**config.mk**
```make
export PLATFORM = sky130hd
export DESIGN_NAME = qupls_mc_sequencer
export DESIGN_NICKNAME = d
export VERILOG_FILES = /design/src/rtl/qupls_mc_sequencer.sv
export SDC_FILE = /design/constraint.sdc
export NUM_CORES = 1
export LEC_CHECK = 0
export BUFFER_PORTS_ARGS = -buffer_cell sky130_fd_sc_hd__buf_2
export CAP_MARGIN = 10
export CORE_MARGIN = 8
export CORE_UTILIZATION = 48
export CTS_CLUSTER_DIAMETER = 200
export CTS_CLUSTER_SIZE = 16
export DETAILED_ROUTE_END_ITERATION = 7
export HOLD_SLACK_MARGIN = 0.05
export PLACE_DENSITY = 0.93
export SLEW_MARGIN = 10
export SYNTH_ARGS = -nofsm -noshare
export SYNTH_HDL_FRONTEND = slang
export SYNTH_SLANG_ARGS = --single-unit
```
**constraint.sdc**
```tcl
create_clock -name clk -period 2.6 [get_ports clk]
set_clock_uncertainty 0.1 [all_clocks]
set_input_delay 0.52 -clock clk [delete_from_list [all_inputs] [get_ports clk]]
set_output_delay 0.52 -clock clk [all_outputs]
set_load 0.02 [all_outputs]
```
**src/rtl/qupls_mc_sequencer.sv**
```systemverilog
// qupls_mc_sequencer: micro-code sequencer; passes mip==0 instructions through, otherwise walks the micro-code ROM issuing one micro-op per word (ports: clk/rst, flush_i, ins_* upstream handshake, rom_* ROM read, uop_* downstream handshake, busy_o)
module qupls_mc_sequencer #(
  parameter int INS_W = 48,
  parameter int MCA_W = 12,
  parameter int CNT_W = 4,
  localparam int UOP_W = INS_W + MCA_W + 2
) (
  input  logic             clk,
  input  logic             rst,
  input  logic             flush_i,
  input  logic             ins_valid_i,
  output logic             ins_ready_o,
  input  logic [INS_W-1:0] ins_i,
  input  logic [MCA_W-1:0] mip_i,
  input  logic [CNT_W-1:0] cnt_i,
  output logic             rom_en_o,
  output logic [MCA_W-1:0] rom_addr_o,
  input  logic [UOP_W-1:0] rom_data_i,
  output logic             uop_valid_o,
  input  logic             uop_ready_i,
  output logic [INS_W-1:0] uop_o,
  output logic             uop_mc_o,
  output logic             uop_last_o,
  output logic             busy_o
);
  typedef enum logic [1:0] {IDLE, PASS, FETCH, ISSUE} state_t;
  state_t state_q, state_d;
  logic [MCA_W-1:0] upc_q, upc_d;
  logic [CNT_W-1:0] cnt_q, cnt_d;
  logic [INS_W-1:0] pass_q, pass_d;
  logic accept, pass_in, w_last, w_loop;
  logic [MCA_W-1:0] w_tgt;
  assign w_last = rom_data_i[UOP_W-1];
  assign w_loop = rom_data_i[UOP_W-2];
  assign w_tgt = rom_data_i[UOP_W-3 -: MCA_W];
  assign pass_in = mip_i == '0;
  assign ins_ready_o = ~rst & ~flush_i & ((state_q == IDLE) | (state_q == PASS & uop_ready_i));
  assign accept = ins_valid_i & ins_ready_o;
  assign rom_en_o = state_q == FETCH;
  assign rom_addr_o = upc_q;
  assign uop_valid_o = (state_q == PASS) | (state_q == ISSUE);
  assign uop_mc_o = state_q == ISSUE;
  assign uop_last_o = (state_q == PASS) | (state_q == ISSUE & w_last);
  assign uop_o = state_q == ISSUE ? rom_data_i[INS_W-1:0] : (state_q == PASS ? pass_q : '0);
  assign busy_o = (state_q == FETCH) | (state_q == ISSUE);
  always_comb begin
    state_d = state_q;
    upc_d = upc_q;
    cnt_d = cnt_q;
    pass_d = pass_q;
    if (flush_i) begin
      state_d = IDLE;
      upc_d = '0;
      cnt_d = '0;
      pass_d = '0;
    end else if (accept) begin
      state_d = pass_in ? PASS : FETCH;
      pass_d = pass_in ? ins_i : pass_q;
      upc_d = pass_in ? upc_q : mip_i;
      cnt_d = pass_in ? cnt_q : cnt_i;
    end else if (state_q == PASS && uop_ready_i) begin
      state_d = IDLE;
    end else if (state_q == FETCH) begin
      state_d = ISSUE;
    end else if (state_q == ISSUE && uop_ready_i && w_last) begin
      state_d = IDLE;
    end else if (state_q == ISSUE && uop_ready_i) begin
      // a loop word jumps back while the counter is non-zero, then falls through
      state_d = FETCH;
      upc_d = (w_loop && cnt_q != '0) ? w_tgt : upc_q + 1'b1;
      cnt_d = (w_loop && cnt_q != '0) ? cnt_q - 1'b1 : cnt_q;
    end
  end
  always_ff @(posedge clk or posedge rst) begin
    if (rst) begin
      state_q <= IDLE;
      upc_q <= '0;
      cnt_q <= '0;
      pass_q <= '0;
    end else begin
      state_q <= state_d;
      upc_q <= upc_d;
      cnt_q <= cnt_d;
      pass_q <= pass_d;
    end
  end
endmodule
```
* Yosys cells after proc, flatten, opt, wreduce, memory -nomap -nowiden
Cells that the tools add are included.
** Word-level totals
- ROM bits :: 0
- Bits of input ports :: 131
- Output and inout port bits :: 66
- Memory bits (writable) :: 0
- Register bits :: 66
- Latch bits :: 0
- Memories kept :: 0
- Word-level logic and storage cells :: 67
** Operators by class
- Multiply operators :: 0
- Multiplexer cells :: 28
- Equality and inequality tests :: 7
- Shift-type cells :: 0
- Reduce and logical (&&, ||, !) cells :: 15
- Bitwise gates (word level) :: 11
- $lt $le $gt $ge :: 0
- Div/mod/pow operators :: 0
- Add/subtract/negate cells :: 2
** Operators by type and width (count)
- 48-bit two-way mux :: 5
- 12-bit two-way mux :: 8
- 4-bit two-way mux :: 8
- 2-bit two-way mux :: 7
- 12-bit by 1-bit adder with 12-bit output, second input constant :: 1
- 12-bit logical NOT :: 1
- 3-bit inequality test, second input constant :: 3
- 6-bit AND reduction :: 1
- 3-bit nonzero test :: 2
- 6-bit nonzero test :: 1
- 1-bit AND :: 5
- 5-bit AND reduction :: 1
- 2-bit == test, second input constant :: 2
- 1-bit logical AND :: 4
- 1-bit OR :: 4
- 2-bit nonzero test :: 2
- 4-bit nonzero test :: 1
- 4-bit by 1-bit subtractor with 4-bit output, second input constant :: 1
- 3-bit by 2-bit inequality test with 1-bit output, second input constant :: 1
- 2-bit by 1-bit == test with 1-bit output, second input constant :: 1
- 2-bit logical NOT :: 1
- 1-bit NOT :: 2
- 2-bit AND reduction :: 1

* Longest topological paths before layout
Gate-level depths: netlist of the first run.
- Depth in word-level cells :: 9
- Gate-level depth with buffers :: 8
- Mapped depth without buffers :: 7

* Worst setup path before layout of the first run
Ideal clock, no wire load.
- Path type :: input -> output
- Start :: in flush_i
- End :: out ins_ready_o
- Arrival time :: 1.560 ns
- Required time :: 1.980 ns
- Stages on the path :: 4
- Buffers on the path :: 3
- Path slack :: 0.420 ns
- Cell sequence :: buf_2 clkbuf_1 clkbuf_1 nor3_1
** On the way
- Longest elaborated chain between the ends :: 3
** RTL lines
- from (decl) :: line 10 : input logic flush_i,
- 1-bit NOT :: line 37 : assign ins_ready_o = ~rst & ~flush_i & ((state_q == IDLE) | (state_q == PASS & uop_ready_i));
- 1-bit AND (2 in a row) :: line 37
- to (decl) :: line 12 : output logic ins_ready_o,
Every way passes these cells.

* Worst setup path in the final report of the first run
- Start :: reg state_q[1]
- End :: out uop_o[30]
** On the way
- Longest elaborated chain between the ends :: 3
- Elaborated cells between the ends (all ways) :: 4
- Classes of those cells :: eq/ne: 2; mux: 2
** RTL lines
- from (decl) :: line 27 : state_t state_q, state_d;
- from (signal assigned) :: line 81 : state_q <= state_d;
- 2-bit by 1-bit == test with 1-bit output :: line 44 : assign uop_o = state_q == ISSUE ? rom_data_i[INS_W-1:0] : (state_q == PASS ? pass_q : '0);
- 48-bit two-way mux :: line 44
- 48-bit two-way mux (*) :: line 44
- to (decl) :: line 21 : output logic [INS_W-1:0] uop_o,
Every way passes the cells marked *; elsewhere a longest branch is shown, timed or not.

==> out/results.md, run 1 <==
| Parameter | Value | Unit |
|---|---|---|
| Hold/Removal Path Class | in2async | - |
| Via count of the routed design | 4177 | - |
| Fraction of final layout cells with drive strength greater than 1 | 35.2 | % |
| Wire length of the first global-routing pass | 21400 | um |
| Total core area | 8680 | sq um |
| Outcome | finished clean | - |
| Max_slew headroom | 66.4 | % |
| Synthesized flop and latch total | 66 | - |
| Highest fanout seen on the critical path | 18 | - |
| Final RePlAce weighted congestion | 0.884 | - |
| Endpoint kind of the worst setup timing path | output pin | - |
| Number of unique standard cell types used by synthesis | 53 | - |
| Routed length per placed instance | 16.9 | um |
| Standby leakage power | 0.00256 | uW |
| Initial antenna violation count | 0 | - |
| DR WL met3 | 815 | um |
| Transition time at the pin with the least slew margin | 0.503 | ns |
| Worst r2r dst | rom_addr_o[0]$_DFFE_PP0P_ | - |
| Overall overflow remaining after global route | 0 | - |
| Maximum number of pins on one net before global-route repair | 54 | - |
| Number of global-route vias before repair | 4524 | - |
| First-pass iteration count of the detailed router | 4 | - |
| TritonCTS Buffers | 9 | - |
| Vias per inst | 5.37 | - |
| Antenna Cells | 0 | - |
| VDD IR-drop max | 0.274 | mV |
| Startpoint type of the worst setup path | flop | - |
| Final count of hold timing violations | 0 | - |
| Syn nets | 617 | - |
| Unrepaired setup endpoints after global routing | false | - |
| Post-route met1 wirelength | 4960 | um |
| Number of cells on the worst reg-to-reg path | 6 | - |
| Timing-limited maximum frequency | 409 | MHz |
| Count of routing violations after the opening detailed-route iteration | 158 | - |
| Clk pin slew, worst setup/hold paths | 0.08 | ns |
| Total Negative Setup Slacks | 0 | ns |
| Number of maximum-capacitance constraint violations | 0 | - |
| CTS tree | done | - |
| EDFF count, synth | 0 | - |
| Setup CP Type | reg2out | - |
| Count of input and output buffers | 196 | - |
| CTS Sinks | 66 | - |
| Area taken by multi-input logic gates | 2420 | sq um |
| Total of warnings raised by yosys | 0 | - |
| Share of flip-flops with an asynchronous set or reset after synthesis | 100 | % |
| Chip height | 110 | um |
| Reg2reg start | state_q[0]$_DFFE_PP0P_ | - |
| Standard-cell rows | 34 | - |
| Sequential standard cell area | 1650 | sq um |
| Post-route clock period utilization | 94.1 | % |
| Clock insertion delay at the later pin of the skew report | 0.33 | ns |
| CTS Root Buffer Type | sky130_fd_sc_hd__clkbuf_8 | - |
| DRT antenna net count | 0 | - |
| Arrival time at the worst endpoint | 1.83 | ns |
| Post-synthesis to final-layout area growth | 28.6 | % |
| Syn_area_per_cell | 8.87 | sq um |
| Final setup slack of the worst path | 0.155 | ns |
| Power density normalized to cell area | 449 | nW/um^2 |
| Sequential element share of the synthesized area | 38.6 | % |
| Number of setup buffers added after CTS | 0 | - |
| Count of nets after finishing | 799 | - |
| Wire length after detailed routing | 13200 | um |
| Fill count | 737 | - |
| Die Footprint | 12200 | sq um |
| Final count of pins violating max slew | 0 | - |
| Ports placed on the boundary | 197 | - |
| Number of standard cells after synthesis | 483 | - |
| Synth Flop Type | sky130_fd_sc_hd__dfrtp_1 | - |
| H-tree depth reported by CTS | 3 | - |
| Data required time of the worst path | 1.98 | ns |
| Highest metal layer used by the detailed router | met4 | - |
| Worst-case register-to-register setup slack | 0.47 | ns |
| Initial core utilization | 49.4 | % |
| Die Span X | 110 | um |
| Min Clock Period, post-route | 2.45 | ns |
| Cell area after technology mapping | 4280 | sq um |
| Detail Route met2 WL | 7100 | um |
| Overall track demand over capacity in global routing | 20.6 | % |
| Worst slack at placement | 0.341 | ns |
| DPL Wire Length | 10400 | um |
| Worst-case clock buffer depth | 2 | - |
| Final setup vio count | 0 | - |
| DR DRC count | 0 | - |
==> area by class of cell <==
cell class / instances / share of cell area (%)
inverter: 6 / 0.409
multi-input combinational: 374 / 43.9
tap: 108 / 2.45
clock buffer: 9 / 2.25
timing repair buffer: 208 / 19.7
sequential: 66 / 30.0
clock inverter: 7 / 1.27
==> worst max-delay path by stage <==
stage / start / to / slack [ns] / cells past startpoint
after detailed placement: mip_i[9] / pass_q[18]$_DFFE_PP0P_ / 0.34 / 6
after global routing: state_q[1]$_DFFE_PP0P_ / uop_o[40] / 0.07 / 4
after global placement: mip_i[8] / pass_q[8]$_DFFE_PP0P_ / 0.47 / 6
final: state_q[1]$_DFFE_PP0P_ / uop_o[30] / 0.15 / 4
after floorplan: rst / cnt_q[0]$_DFFE_PP0P_ / 0.33 / 1
after CTS: state_q[1]$_DFFE_PP0P_ / uop_o[14] / 0.07 / 4
==> logic make-up after synthesis <==
group                      share of synthesized area [%]
DFF                                                 38.6
muxes                                               11.5
and+or+nand+nor                                     27.9
xor gates and xnor gates                            1.23
adders and majority gates                          0.877
AOI/OAI and AO/OA                                   14.8
buffers and inverters                               5.20
==> layer usage <==
layer  global-route usage (%)  vias to the layer above
met2                     38.7                      160
met1                     21.7                     1971
li1                         -                     2026
met5                        0                        -
met3                     4.82                       20
met4                     7.39                        0
==> critical path, cell delays in order (launching register included) <==
cell and delay (ns):
sky130_fd_sc_hd__dfrtp_2 0.64, sky130_fd_sc_hd__buf_4 0.38, sky130_fd_sc_hd__mux2i_1 0.26, sky130_fd_sc_hd__nor2b_1 0.07, sky130_fd_sc_hd__buf_2 0.16
==> power breakdown <==
part | internal [uW] | total [uW] | switching, uW | leakage, uW
clock | 441 | 844 | 403 | 0.0000990
sequential | 1060 | 1120 | 54.2 | 0.000909
combinational | 237 | 514 | 277 | 0.00155
total | 1740 | 2470 | 735 | 0.00256
==> cell usage in the layout, fill, tap and decap left out, drive strengths merged, types with 4 or more instances in the layout <==
cell type  Yosys  routed
dfrtp         66      66
clkinv         0       5
mux2i         49      49
nand3          8       8
nor2          13      13
o21ai         63      63
nor4           4       4
nor3           7       7
and3           4       4
nand2         60      60
nand2b        49      49
buf           20     208
o31ai          4       4
nor2b         49      49
xor2           4       4
a221o          5       5
a21oi         15      15
clkbuf        17       9
inv            6       6
==> repair_timing <==
action	in CTS	in global routing
setup endpoints to repair	0	1
gates resized for setup	0	1
hold buffers	0	0
==> sequential cells by signal, summed over array words and instances (netlist names) <==
signal	count
pass_q	48
rom_addr_o	12
cnt_q	4
state_q	2
==> stage by stage <==
| step | power, uW | std cells | cell area (sq um) | utilization (%) | hold WS, ns |
|---|---|---|---|---|---|
| floorplan | 1440 | 483 | 4280 | - | 0.390 |
| global placement | 1630 | 762 | 5310 | 61.2 | 0.414 |
| detailed placement | 1650 | 762 | 5310 | 61.2 | 0.414 |
| CTS | 2500 | 778 | 5500 | 63.4 | 0.229 |
| global route | 2590 | 778 | 5510 | 63.5 | 0.263 |
| finish | 2470 | 778 | 5510 | 63.5 | 0.226 |
==> cell usage after synthesis (2+ instances only) <==
library cell | number | area share [%]
sky130_fd_sc_hd__nor3b_1 | 2 | 0.35
sky130_fd_sc_hd__nor3_1 | 7 | 0.82
sky130_fd_sc_hd__ha_1 | 3 | 0.88
sky130_fd_sc_hd__nor2b_1 | 49 | 7.2
sky130_fd_sc_hd__clkbuf_2 | 3 | 0.35
sky130_fd_sc_hd__and2b_1 | 2 | 0.35
sky130_fd_sc_hd__and3_1 | 4 | 0.58
sky130_fd_sc_hd__nor4_1 | 4 | 0.58
sky130_fd_sc_hd__a22o_1 | 3 | 0.61
sky130_fd_sc_hd__nand2b_1 | 49 | 7.2
sky130_fd_sc_hd__a221o_1 | 5 | 1.2
sky130_fd_sc_hd__o21a_1 | 2 | 0.35
sky130_fd_sc_hd__inv_1 | 6 | 0.53
sky130_fd_sc_hd__buf_4 | 3 | 0.53
sky130_fd_sc_hd__o31ai_1 | 4 | 0.70
sky130_fd_sc_hd__xor2_1 | 4 | 0.82
sky130_fd_sc_hd__a21oi_1 | 14 | 1.6
sky130_fd_sc_hd__nor2_1 | 12 | 1.1
sky130_fd_sc_hd__o21ai_0 | 62 | 7.2
sky130_fd_sc_hd__nand4b_1 | 2 | 0.41
sky130_fd_sc_hd__dfrtp_1 | 66 | 39
sky130_fd_sc_hd__nand3_1 | 8 | 0.93
sky130_fd_sc_hd__clkbuf_1 | 14 | 1.2
sky130_fd_sc_hd__xnor2_1 | 2 | 0.41
sky130_fd_sc_hd__nand2_1 | 60 | 5.3
sky130_fd_sc_hd__mux2i_1 | 49 | 11
sky130_fd_sc_hd__buf_6 | 4 | 1.1
sky130_fd_sc_hd__nand4_1 | 2 | 0.29
sky130_fd_sc_hd__a21o_1 | 2 | 0.35
sky130_fd_sc_hd__buf_2 | 13 | 1.5
(Power assumes the default switching activity.)
==> run 2, diff against run 1 <==
--- a/config.mk
+++ b/config.mk
@@ -12,6 +12,7 @@
 export CTS_CLUSTER_DIAMETER = 200
 export CTS_CLUSTER_SIZE = 16
 export DETAILED_ROUTE_END_ITERATION = 7
+export GPL_TIMING_DRIVEN = 0
 export HOLD_SLACK_MARGIN = 0.05
 export PLACE_DENSITY = 0.93
 export SLEW_MARGIN = 10
==> run 2 against run 1 <==
  * Register-to-register slack lost 0.11 ns
  * Via count grew 4.0%
  * Sequential power is essentially flat
  * Global-route usage grew 1.4 points
  * Flip-flop and latch count is the same
  * Total power grew 3.0%
  * Routed wire length grew 6.5%
==> out/results.md, run 2 (synthesis gave the netlist of run 1 again) <==
| Parameter | Value | Unit | Delta |
|---|---|---|---|
| Unrepaired setup endpoints after global routing | false | - |  |
| Area taken by multi-input logic gates | 2410 | sq um | -0.31% |
| Startpoint type of the worst setup path | input pin | - |  |
| First-pass iteration count of the detailed router | 5 | - | +1 |
| Data required time of the worst path | 1.98 | ns | about the same |
| Hold/Removal Path Class | in2reg | - |  |
| Fraction of met2 tracks used by global routing | 37.7 | % | -0.95 points |
| Maximum number of pins on one net before global-route repair | 67 | - | +24% |
| Ports placed on the boundary | 197 | - | unchanged |
| Number of setup buffers added after CTS | 0 | - | unchanged |
| Final setup vio count | 0 | - | unchanged |
| Final count of pins violating max slew | 0 | - | unchanged |
| CTS tree | done | - |  |
| TritonCTS Buffers | 9 | - | unchanged |
| Fill count | 756 | - | +2.6% |
| Wire length of the first global-routing pass | 22500 | um | +5.4% |
| Outcome | finished clean | - |  |
| Initial core utilization | 49.4 | % | unchanged |
| Overall overflow remaining after global route | 0 | - | unchanged |
| Fraction of final layout cells with drive strength greater than 1 | 35.2 | % | -0.065 points |
| Final Power | 2550 | uW | +3.0% |
| Chain of cells forming the critical path | buf_2, clkbuf_1, clkbuf_2, nor3_1, buf_2 | - |  |
| DR DRC count | 0 | - | unchanged |
| H-tree depth reported by CTS | 3 | - | unchanged |
| Global routing usage on met3 | 5.36 | % | +0.54 points |
| Vias per inst | 5.41 | - | +0.84% |
| Final design utilization | 64.6 | % | +1.1 points |
| Delay contributed by the slowest stage of the critical path | 0.31 | ns | -0.33 ns |
| Final count of hold timing violations | 0 | - | unchanged |
| DRT antenna net count | 0 | - | unchanged |
| Global Route met1 Usage | 25.8 | % | +4.2 points |
| Most common library cell in the layout ignoring fill and taps | sky130_fd_sc_hd__buf_2 | - |  |
| Antenna Cells | 0 | - | unchanged |
| Timing-limited maximum frequency | 421 | MHz | +2.9% |
| Worst-case clock buffer depth | 2 | - | unchanged |
| CTS Sinks | 66 | - | unchanged |
| CTS Root Buffer Type | sky130_fd_sc_hd__clkbuf_8 | - |  |
| Total core area | 8680 | sq um | unchanged |
| Initial antenna violation count | 0 | - | unchanged |
| Post-synthesis to final-layout area growth | 30.8 | % |  |
| Standard-cell rows | 34 | - | unchanged |
| Hold Buf Count CTS | 0 | - | unchanged |
| Post_cts resized | 0 | - | unchanged |
| Sequential standard cell area | 1650 | sq um | about the same |
| Die Footprint | 12200 | sq um | unchanged |
| Most repeated library cell on the critical path | sky130_fd_sc_hd__buf_2 | - |  |
| Routed length per placed instance | 17.5 | um | +3.3% |
| Busiest layer in global routing | met2 | - |  |
| Overall track demand over capacity in global routing | 22.0 | % | +1.4 points |
| Number of maximum-capacitance constraint violations | 0 | - | unchanged |
| Final RePlAce weighted congestion | 0.938 | - | +6.1% |
| Clk pin slew, worst setup/hold paths | 0.07 | ns | about the same |
| Chip height | 110 | um | unchanged |
| Power density normalized to cell area | 455 | nW/um^2 | +1.2% |
| Min Clock Period, post-route | 2.38 | ns | -0.0682 ns |
| Via count of the routed design | 4342 | - | +4.0% |
| VDD IR-drop max | 0.213 | mV | -22% |
| Standby leakage power | 0.00263 | uW | +2.8% |
| DPL Wire Length | 10900 | um | +5.0% |
| Endpoint kind of the worst setup timing path | output pin | - |  |
| Count of routing violations after the opening detailed-route iteration | 288 | - | +82% |
| Count of nets after finishing | 823 | - | +3.0% |
| Number of flip-flops in the largest register | 48 | - | unchanged |
| Arrival time at the worst endpoint | 1.76 | ns | -0.07 ns |
| Max stage delay cell, worst path | sky130_fd_sc_hd__nor3_1 | - |  |
| Register name with the most flops | pass_q | - |  |
| Transition time at the pin with the least slew margin | 0.816 | ns | +0.313 ns |
| Top library cells by usage in the layout, fill and taps aside | sky130_fd_sc_hd__buf_2 (208), sky130_fd_sc_hd__dfrtp_1 (66), sky130_fd_sc_hd__o21ai_0 (62), sky130_fd_sc_hd__nand2_1 (60) | - |  |
| Count of input and output buffers | 195 | - | -0.51% |
| Wire length after detailed routing | 14000 | um | +6.5% |
| Highest fanout seen on the critical path | 10 | - | -8 |
| Number of global-route vias before repair | 4607 | - | +1.8% |
| Setup CP Type | in2out | - |  |
| Post-route clock period utilization | 91.4 | % | -2.6 points |
| Max_slew headroom | 45.6 | % | -21 points |
| Die Span X | 110 | um | unchanged |
| Clock insertion delay at the later pin of the skew report | 0.34 | ns | about the same |
-- run 2: final cells by class --
| type | count | area share [%] |
|---|---|---|
| Multi-Input combinational cell | 374 | 43.0 |
| Sequential cell | 66 | 29.5 |
| Timing Repair Buffer | 195 | 17.4 |
| Buffer | 37 | 3.60 |
| Clock buffer | 12 | 2.77 |
| Tap cell | 108 | 2.41 |
| Clock inverter | 4 | 0.893 |
| Inverter | 6 | 0.447 |
-- run 2: through the flow --
stage / instance area (sq um) / setup WS [ns] / hold slack [ns] / TNS [ns] / cells
2_1_floorplan: 4280 / 0.325 / 0.390 / 0 / 483
3_3_place_gp: 5390 / -0.522 / 0.395 / -34.32 / 786
3_5_place_dp: 5400 / 0.0875 / 0.406 / 0 / 786
4_1_cts: 5600 / 0.0563 / 0.270 / 0 / 802
5_1_grt: 5600 / 0.162 / 0.274 / 0 / 802
6_report: 5600 / 0.223 / 0.282 / 0 / 802
-- run 2: per-layer routing --
layer  vias up  part of all wire [%]
li1       2072                     -
met1      2046                    41
met5         -                     0
met4         0                   2.1
met3        22                   7.4
met2       202                    50
-- run 2: critical path, delay by kind of cell --
kind,cells,cell delay [ns]
AND/OR/NAND/NOR,1,0.31
buffers and inverters,4,0.92
-- run 2: path summary, 6_finish.rpt --
check | slack (ns) | endpoint | cells past startpoint | start
min | 0.28 | pass_q[39]$_DFFE_PP0P_ | 3 | ins_i[39]
min reg2reg | 0.42 | rom_addr_o[11]$_DFFE_PP0P_ | 1 | rom_addr_o[11]$_DFFE_PP0P_
min in group asynchronous | 0.30 | rom_addr_o[9]$_DFFE_PP0P_ | 2 | rst
max | 0.22 | ins_ready_o | 5 | flush_i
max reg2reg | 0.36 | rom_addr_o[3]$_DFFE_PP0P_ | 8 | cnt_q[0]$_DFFE_PP0P_
max in group asynchronous | 1.58 | pass_q[25]$_DFFE_PP0P_ | 2 | rst
-- run 2: power breakdown --
group / internal (uW) / switching [uW] / total [uW]
registers: 1060 / 50.0 / 1110
clock network: 494 / 405 / 900
logic: 244 / 293 / 537
total: 1800 / 748 / 2550
